$ cat config.mk
export PLATFORM = sky130hd
export DESIGN_NAME = itf_req_sched
export DESIGN_NICKNAME = d
export VERILOG_FILES = /design/src/rtl/itf_req_sched.sv
export SDC_FILE = /design/constraint.sdc
export NUM_CORES = 1
export LEC_CHECK = 0
export CAP_MARGIN = 20
export CORE_AREA = 2 2 177 179
export CTS_BUF_LIST = sky130_fd_sc_hd__clkbuf_4 sky130_fd_sc_hd__clkbuf_8
export CTS_CLUSTER_SIZE = 16
export DETAILED_ROUTE_END_ITERATION = 8
export DIE_AREA = 0 0 179 181
export PLACE_DENSITY = 0.68
export RECOVER_POWER = 100
export SLEW_MARGIN = 5
export SYNTH_ARGS = -nofsm -noshare
export SYNTH_HDL_FRONTEND = slang
export SYNTH_SLANG_ARGS = --single-unit
export TNS_END_PERCENT = 50
$ cat constraint.sdc
create_clock -name clk -period 15.05 [get_ports clk]
set_input_delay 1.505 -clock clk [delete_from_list [all_inputs] [get_ports clk]]
set_output_delay 1.505 -clock clk [all_outputs]
set_load 0.01 [all_outputs]
$ cat src/rtl/itf_req_sched.sv
// Off-chip request scheduler: port 0 first, then urgent ports, then pending ports round-robin; cmd_vld 2 cycles after request,
// held until cmd_rdy, next arbitration only after xfer_done. Defining ITF_SCHED_AGE_EN promotes ports passed over AGE_LIMIT times.
module itf_req_sched #(
    parameter int NUM_WRPORT      = 4,
    parameter int NUM_RDPORT      = 2,
    parameter int ADDR_WIDTH      = 16,
    parameter int DRAM_ADDR_WIDTH = 32,
    parameter int AGE_LIMIT       = 8
) (
    input  logic                                                clk,
    input  logic                                                rst_n,
    input  logic [NUM_WRPORT+NUM_RDPORT-1:0]                    req_urgent,
    input  logic [ADDR_WIDTH*(NUM_WRPORT+NUM_RDPORT)-1:0]       req_num,
    input  logic [ADDR_WIDTH*(NUM_WRPORT+NUM_RDPORT)-1:0]       req_addr,
    input  logic [DRAM_ADDR_WIDTH*(NUM_WRPORT+NUM_RDPORT)-1:0]  base_addr,
    output logic                                                cmd_vld,
    input  logic                                                cmd_rdy,
    output logic [$clog2(NUM_WRPORT+NUM_RDPORT)-1:0]            cmd_port,
    output logic [ADDR_WIDTH-1:0]                               cmd_num,
    output logic [DRAM_ADDR_WIDTH-1:0]                          cmd_addr,
    output logic                                                cmd_rd,
    output logic [NUM_WRPORT+NUM_RDPORT-1:0]                    gnt,
    input  logic                                                xfer_done,
    output logic                                                busy
);
    localparam int N  = NUM_WRPORT + NUM_RDPORT;
    localparam int PW = $clog2(N);

    typedef enum logic [1:0] {IDLE, ARB, GRANT, BUSY} state_t;

    state_t                     state, stateNxt;
    logic [PW-1:0]              rrPtr;
    logic [ADDR_WIDTH-1:0]      numArr  [N];
    logic [ADDR_WIDTH-1:0]      addrArr [N];
    logic [DRAM_ADDR_WIDTH-1:0] baseArr [N];
    logic [N-1:0]               pending, eligible, aged, urgent;
    logic                       urgFound, nrmFound, winFound, grantEv;
    logic [PW-1:0]              urgIdx, nrmIdx, winIdx, scanIdx;
    logic [PW:0]                scanSum;

    for (genvar g = 0; g < N; g++) begin : gUnpack
        assign numArr[g]  = req_num[g*ADDR_WIDTH +: ADDR_WIDTH];
        assign addrArr[g] = req_addr[g*ADDR_WIDTH +: ADDR_WIDTH];
        assign baseArr[g] = base_addr[g*DRAM_ADDR_WIDTH +: DRAM_ADDR_WIDTH];
        assign pending[g] = |numArr[g];
    end

    assign eligible = pending | req_urgent;
    assign urgent   = req_urgent | aged;

    // Two round-robin scans from rrPtr share one loop: urgent class and plain-pending class.
    always_comb begin
        urgFound = 1'b0;
        nrmFound = 1'b0;
        urgIdx   = '0;
        nrmIdx   = '0;
        scanSum  = '0;
        scanIdx  = '0;
        winIdx   = '0;
        for (int off = 0; off < N; off++) begin
            scanSum = {1'b0, rrPtr} + (PW+1)'(off);
            if (scanSum >= (PW+1)'(N))
                scanSum = scanSum - (PW+1)'(N);
            scanIdx = scanSum[PW-1:0];
            if (!urgFound && urgent[scanIdx]) begin
                urgFound = 1'b1;
                urgIdx   = scanIdx;
            end
            if (!nrmFound && pending[scanIdx]) begin
                nrmFound = 1'b1;
                nrmIdx   = scanIdx;
            end
        end
        winFound = |eligible;
        if (eligible[0])
            winIdx = '0;
        else if (urgFound)
            winIdx = urgIdx;
        else
            winIdx = nrmIdx;
    end

    assign grantEv = (state == ARB) && winFound;

    always_ff @(posedge clk or negedge rst_n) begin
        if (!rst_n)
            state <= IDLE;
        else
            state <= stateNxt;
    end

    always_comb begin
        stateNxt = state;
        case (state)
            IDLE:    if (|eligible) stateNxt = ARB;
            ARB:     stateNxt = winFound ? GRANT : IDLE;
            GRANT:   if (cmd_rdy) stateNxt = BUSY;
            BUSY:    if (xfer_done) stateNxt = IDLE;
            default: stateNxt = IDLE;
        endcase
    end

    always_ff @(posedge clk or negedge rst_n) begin
        if (!rst_n) begin
            rrPtr    <= PW'(1);
            cmd_port <= '0;
            cmd_num  <= '0;
            cmd_addr <= '0;
            cmd_rd   <= 1'b0;
            gnt      <= '0;
        end else if (grantEv) begin
            cmd_port <= winIdx;
            cmd_num  <= numArr[winIdx];
            cmd_addr <= baseArr[winIdx] + DRAM_ADDR_WIDTH'(addrArr[winIdx]);
            cmd_rd   <= ({1'b0, winIdx} >= (PW+1)'(NUM_WRPORT));
            gnt      <= N'(1) << winIdx;
            // The CCU port bypasses the rotation so it cannot steal fairness from the others.
            if (winIdx != '0)
                rrPtr <= (winIdx == PW'(N-1)) ? '0 : winIdx + 1'b1;
        end else if ((state == BUSY) && xfer_done) begin
            gnt <= '0;
        end
    end

    assign cmd_vld = (state == GRANT);
    assign busy    = (state != IDLE);

`ifdef ITF_SCHED_AGE_EN
    localparam int AW = $clog2(AGE_LIMIT + 1);

    logic [AW-1:0] age [N];

    always_ff @(posedge clk or negedge rst_n) begin
        if (!rst_n) begin
            for (int i = 0; i < N; i++)
                age[i] <= '0;
        end else begin
            for (int i = 0; i < N; i++) begin
                if (!pending[i] || (grantEv && (winIdx == PW'(i))))
                    age[i] <= '0;
                else if (grantEv && (age[i] != AW'(AGE_LIMIT)))
                    age[i] <= age[i] + 1'b1;
            end
        end
    end

    for (genvar g = 0; g < N; g++) begin : gAged
        assign aged[g] = pending[g] && (age[g] == AW'(AGE_LIMIT));
    end
`else
    logic unusedAgeLimit;

    assign aged           = '0;
    assign unusedAgeLimit = |AGE_LIMIT;
`endif

endmodule

After elaboration in Yosys (flattened, before gate mapping) --
Index checks and enable logic that the tools add are counted.
Cells by class: add/sub/neg operators 13, $mul 0, divide/modulo/power cells 0, magnitude comparators 14, equality and inequality tests 7, shift operators 1, multiplexer cells 72, bitwise gates (word level) 2, reductions and logical operators 35
Operator list (number):
- binary-select mux 16 bit (select 3 bit) | 2
- binary-select mux 32 bit (select 3 bit) | 1
- OR reduction 16 bit | 6
- 2-to-1 mux 16 bit | 4
- 2-to-1 mux 32 bit | 2
- 2-to-1 mux 3 bit | 21
- binary-select mux 1 bit (select 3 bit) | 12
- adder 32 x 16 -> 32 bit | 1
- < comparator 3 x 4 -> 1 bit, second input constant | 6
- 2-to-1 mux 1 bit | 23
- greater-or-equal comparator 4 x 3 -> 1 bit, second input constant | 5
- subtractor 3 bit, second input constant | 6
- logical AND 1 bit | 12
- 2-to-1 mux 6 bit | 2
- logical NOT 1 bit | 10
- adder 3 x 2 -> 4 bit, second input constant | 2
- adder 3 x 3 -> 4 bit, second input constant | 2
- 2-to-1 mux 2 bit | 4
- one-hot mux 2 bit (4 select lines) | 1
- greater-or-equal comparator 3 bit, second input constant | 2
- OR 6 bit | 1
- OR reduction 6 bit | 1
- left shift 1 x 3 -> 6 bit, first input constant | 1
- adder 3 x 1 -> 4 bit, second input constant | 1
- 13 further kinds | 16
Word-level totals: register bits 63, latch bits 0, memory bits (writable) 0, ROM bits 0, bits of input ports 394, output and inout port bits 60, logic and storage cells 151, memories 0

Depth between registers and ports, before layout --
depth after elaboration 27, depth in mapped cells 40, depth with buffers taken out 30

Worst setup path before layout --
OpenSTA, ideal clock, no wires.
kind input to register, start point input port req_num[83], end point register cmd_addr[31], library setup time 0.092 ns, arrival time 7.771 ns, path slack 7.187 ns, stages on the path 33, buffers on the path 6, path through nor4_1 -> and4_1 -> clkbuf_1 -> o21ai_0 -> a21o_1 -> or4b_4 -> nor3_1 -> a21boi_2 -> a21oi_4 -> buf_6 -> buf_2 -> buf_2 -> buf_2 -> buf_1 -> nand2_1 -> nand3_1 -> nand3_1 -> o21ai_0 -> ha_1 -> a21o_1 -> a21oi_1 -> o21bai_1 -> a21oi_1 -> o21bai_1 -> a21oi_1 -> o211a_1 -> nor3_1 -> a41o_1 -> o41a_1 -> nand3_4 -> nor4_4 -> and4_1 -> o31ai_2
Between the ends: longest elaborated chain between the ends 26, elaborated cells between the ends (all ways) 47
Ends and longest elaborated chain:
- start: declaration | line 13 | input logic [ADDR_WIDTH*(NUM_WRPORT+NUM_RDPORT)-1:0] req_num,
- OR reduction 16 bit (*) | line 45 | assign pending[g] = |numArr[g];
- binary-select mux 1 bit (select 3 bit) | line 69 | if (!nrmFound && pending[scanIdx]) begin
- 2-to-1 mux 1 bit (not written as such) | line 69
- 2-to-1 mux 1 bit | line 69
- logical NOT 1 bit | line 69
- logical AND 1 bit | line 69
- 2-to-1 mux 1 bit | line 69
- logical NOT 1 bit | line 69
- [... 9 more ...]
- logical AND 1 bit | line 69
- 2-to-1 mux 3 bit | line 69
- 2-to-1 mux 3 bit | line 77 | else if (urgFound)
- 2-to-1 mux 3 bit | line 75 | if (eligible[0])
- inverter 3 -> 4 bit (not written as such) | line 114 | cmd_addr <= baseArr[winIdx] + DRAM_ADDR_WIDTH'(addrArr[winIdx]);
- binary-select mux 32 bit (select 3 bit) or binary-select mux 16 bit (select 3 bit) (tied branches) | line 114
- 2-to-1 mux 32 bit (not written as such) or 2-to-1 mux 16 bit (tied branches) (2 in a row) | line 114
- adder 32 x 16 -> 32 bit | line 114
- end signal: assignment | line 114
- end: declaration | line 20 | output logic [DRAM_ADDR_WIDTH-1:0] cmd_addr,
Mark *: on every way between the ends. The rest lies on a longest branch, timed or not. The select of a mux whose other input is x is not followed. A chain may end at the register's enable or synchronous reset.

Worst setup path after layout --
start point register rrPtr[0], end point register cmd_addr[31]
Between the ends: longest elaborated chain between the ends 27, elaborated cells between the ends (all ways) 100
Ends and longest elaborated chain:
- start: declaration | line 32 | logic [PW-1:0] rrPtr;
- start signal: assignment | line 119 | rrPtr <= (winIdx == PW'(N-1)) ? '0 : winIdx + 1'b1;
- parallel branches: the longest is 20 deep, another holds adder 3 x 1 -> 4 bit
- 2-to-1 mux 3 bit (*) | line 77
- 2-to-1 mux 3 bit (*) | line 75
- inverter 3 -> 4 bit (not written as such) (*) | line 114
- binary-select mux 32 bit (select 3 bit) or binary-select mux 16 bit (select 3 bit) (tied branches) | line 114
- 2-to-1 mux 32 bit (not written as such) or 2-to-1 mux 16 bit (tied branches) (2 in a row) | line 114
- adder 32 x 16 -> 32 bit (*) | line 114
Mark *: on every way between the ends. The select of a mux whose other input is x is not followed.

==> results.txt <==
- The tree is rooted in a sky130_fd_sc_hd__clkbuf_8.
* Sequential area share after synthesis: 18.6%
- Along the worst path, the maximum fanout reaches 89.
* Detail-routed net length per standard cell: 20.8 um
- Entering global routing, the biggest net connects 101 pins.
* Most repeated library cell on the critical path: sky130_fd_sc_hd__a21oi_1
* Post-CTS setup-driven buffer insertion count: 0
- Via count of the first global-routing pass: 10,400
* Number of failing hold endpoints at the final stage: 0
- Launch point of the worst reg-to-reg path: rrPtr[0]
- Summed over all failing endpoints, the final setup total negative slack is 0 ns.
* Cell taking the most area after synthesis: sky130_fd_sc_hd__dfrtp_1
* GP Congestion: 0.963
* PD cells: 73.1 mW/mm^2
- The pre-antenna-repair detailed-routing pass consisted of 5 iterations.
* Total global routing track utilization: 24.4%
- The tightest min-delay check is of the flop to flop type.
- Effective utilization at floorplan: 28.0%
- Cell with the biggest individual delay on the critical path: sky130_fd_sc_hd__o21ai_0
* Horizontal extent of the die: 179 um
- For this run, design rule violations remaining after detail routing come to 0.
* Startpoint Class: flop
* Fraction of the mapped netlist area in compound gates: 27.8%
* Xor and xnor fraction of the mapped netlist area: 2.88%
- Final critical-path required period: 11.90 ns
* Clock-pin transition on the worst setup and hold timing paths: 0.08 ns
- In this run, the clock network consumes 19.8% of the power.
- # port buffers: 453
* Internal portion of total power: 0.000618 W
* Number of clock sinks: 63
- The startpoint identified for the worst hold timing path is cmd_addr[17].
- Commonest non-fill, non-tap cell in the layout: sky130_fd_sc_hd__clkdlybuf4s50_1
- The worst setup path is captured at a flop.
- STA puts the critical path data required time at 15.13 ns.
* HPWL Detailed: 32.5 mm
- Timing would allow up to 0.0840 GHz.
* TritonCTS clock tree: done
* Area growth from synthesis to layout: 58.1%
* Power dissipated by switching net loads: 0.000363 W
- Of the post-synthesis cell area, the part taken by muxes is 9.11%.
* Category of the most critical setup path: flop to flop
* Number of gates given a new drive strength after cts: 0
- Tightest slew margin relative to the limit: -201%
- During I/O placement, the number of pins put on the boundary was 454.
- Violation count after the first detailed-routing iteration: 699
- Net switching is 37.0% of the power.
- Distinct cell type count of the synthesized netlist: 101
* Depth of the CTS H-tree: 3
- The tightest hold path in the finished design has a slack of 0.468 ns.
- Measured on the finished design, the core utilization comes to 44.2%.
* Standard-cell rows: 64
- Kind of cell adding the most delay to the critical path: compound AO/OA/AOI/OAI gates
- Synthesis inferred 63 register bits.
- The flow ran to the end, but the final reports show violations.
* Post-synthesis instance area: 0.00849 mm^2
- Among all flip-flop cells after synthesis, the most frequent one is sky130_fd_sc_hd__dfrtp_1.
- Number of setup violations in the final report: 0
* Share of post-route cells with drive strength above 1: 4.91%
* Peak supply drop: 0.0774 mV
* Violations in the final reports: capacitance limit, slew limit
* Count of nets left with antenna violations after detail routing: 0
- Together, buffers and inverters on the worst path number 3.
- After synthesis, the mean cell area works out to 7.08 um^2.
- The max-slew violation total from the final report was 276.
- Warning count from the yosys run: 0
- Post-route fraction of the period consumed by the critical path: 79.1%
- Number of enable-type register cells in the synthesized netlist: 0
- For the pin with the worst max-slew slack, the measured transition is 4.52 ns.
- Clock latency at the later pin of the worst-skew pair: 0.37 ns
- First-pass GRT wire length: 60.5 mm
- Of the total synthesized cell area, the portion taken by full adders, half adders and majority gates is 3.77%.
- Total number of vias: 10,700
- Number of antenna violations at the first check in global routing: 2
* Setup repair after global routing missed its margin: false
- Buffers from clock root to sink, at most: 2
- Sequential cell fraction of total power: 28.6%
- Async set-or-reset flop fraction in the synthesized netlist: 100%
* Post-synthesis share of cell area spent on and, or, nand and nor gates: 31.7%
- Most frequent cells in the layout: 391 x sky130_fd_sc_hd__clkdlybuf4s50_1, 310 x sky130_fd_sc_hd__nand2_1, 109 x sky130_fd_sc_hd__nand3_1
- Worst path max stage delay: 2.05 ns
* Final wirelength: 41.3 mm
* Total number of nets in the final design: 2,004
* Leakage power: 5.68 nW
- In the routed layout, each cell is associated on average with a via count of 5.40.
- Synthesized instance count: 1,198
- Across the run, the number of max-cap violations was 5.
* Floorplan Core Area: 0.0303 mm^2
- Number of buffers created by CTS: 9
- STA puts the critical path data arrival time at 11.98 ns.
* Die span in y: 181 um
- Fraction of post-synthesis cell area in the top cell type by area: 18.3%
- DIE AREA: 0.0324 mm^2
- Launching instance or port of the critical path: rrPtr[0]
* Skew final: 0.0160 ns
* Net count after synthesis: 1,617
- Combinational cell fraction of total power: 51.6%
- By area the synthesized netlist is led by sky130_fd_sc_hd__dfrtp_1 18%, sky130_fd_sc_hd__nand2_1 14%, sky130_fd_sc_hd__mux2i_1 6.7%.
- # hold bufs at CTS: 0
- Overflow left after global routing: 0
- By area, the combinational part of the netlist is dominated by simple AND/OR/NAND/NOR gates.
-- power groups by stage --
stage / clock network [W] / logic, W / registers (W)
floorplan: 0 / 0.000181 / 0.000308
global placement: 0 / 0.000526 / 0.000284
detailed placement: 0 / 0.000528 / 0.000286
CTS: 0.000202 / 0.000531 / 0.000284
global route: 0.000208 / 0.000547 / 0.000290
finish: 0.000194 / 0.000506 / 0.000281
-- kinds of logic after synthesis --
family / count (synthesis)
AO/OA/AOI/OAI: 318
XOR/XNOR: 27
adder cells (fa/ha/maj): 25
buffers and inverters: 115
flip-flops: 63
multiplexers: 71
AND/OR/NAND/NOR: 579
-- through the flow --
stage                     setup WS (ns)  std cells  instance area [um^2]  total power, W
after detailed placement           5.45       1970                 13200        0.000815
after floorplan                    7.19       1198                  8490        0.000489
after global routing               2.38       1986                 13400         0.00104
after global placement             5.51       1970                 13200        0.000810
after CTS                          5.49       1986                 13400         0.00102
final                              3.15       1987                 13400        0.000981
-- registers in the layout, summed over array words and instances, names as in the netlist, named ones only --
| register | cells |
|---|---|
| cmd_addr | 32 |
| cmd_port | 3 |
| gnt | 6 |
| rrPtr | 3 |
| cmd_num | 16 |
| state | 1 |
| cmd_rd | 1 |
-- synth_stat cells, types with 25 or more instances --
cell type and instances:
sky130_fd_sc_hd__nor4_1 28, sky130_fd_sc_hd__nand3_1 109, sky130_fd_sc_hd__a21oi_1 46, sky130_fd_sc_hd__mux2i_1 57, sky130_fd_sc_hd__clkbuf_1 46, sky130_fd_sc_hd__inv_1 25, sky130_fd_sc_hd__nand2_1 310, sky130_fd_sc_hd__dfrtp_1 62
sky130_fd_sc_hd__o21ai_0 71, sky130_fd_sc_hd__a21o_1 28, sky130_fd_sc_hd__nor2_1 44, sky130_fd_sc_hd__nor3_1 26
-- final cells by class --
cell class,instances,area [um^2]
Antenna cell,1,2.50
Tap cell,396,495
Sequential cell,63,1580
Fill cell,3130,16900
Clock inverter,7,121
Inverter,27,103
Multi-Input combinational cell,1020,6400
Timing Repair Buffer,464,4600
Clock buffer,9,124
-- worst min-delay path, cell delays in order, from the launching register on --
cell and delay [ns]:
sky130_fd_sc_hd__dfrtp_1 0.35, sky130_fd_sc_hd__nand2_1 0.05, sky130_fd_sc_hd__nand2_1 0.05
-- metal layers --
layer | share of wire (%) | vias up | wire [um] | track usage, %
li1 | - | 5188 | - | -
met1 | 41 | 5061 | 16800 | 29.6
met2 | 50 | 427 | 20500 | 43.6
met3 | 7.7 | 49 | 3180 | 5.05
met4 | 1.9 | 2 | 799 | 5.69
met5 | 0.034 | - | 14 | 0
-- worst paths after layout --
check | cells past startpoint | slack, ns | to
worst max-delay path | 29 | 3.15 | cmd_addr[31]
worst min-delay path | 2 | 0.47 | cmd_addr[17]
worst max register to register | 29 | 3.15 | cmd_addr[31]
worst min register to register | 2 | 0.47 | cmd_addr[17]
max in group asynchronous | 1 | 10.45 | cmd_addr[19]
min in group asynchronous | 1 | 2.43 | cmd_port[1]
No activity file was read; power rests on OpenSTA's default activity.
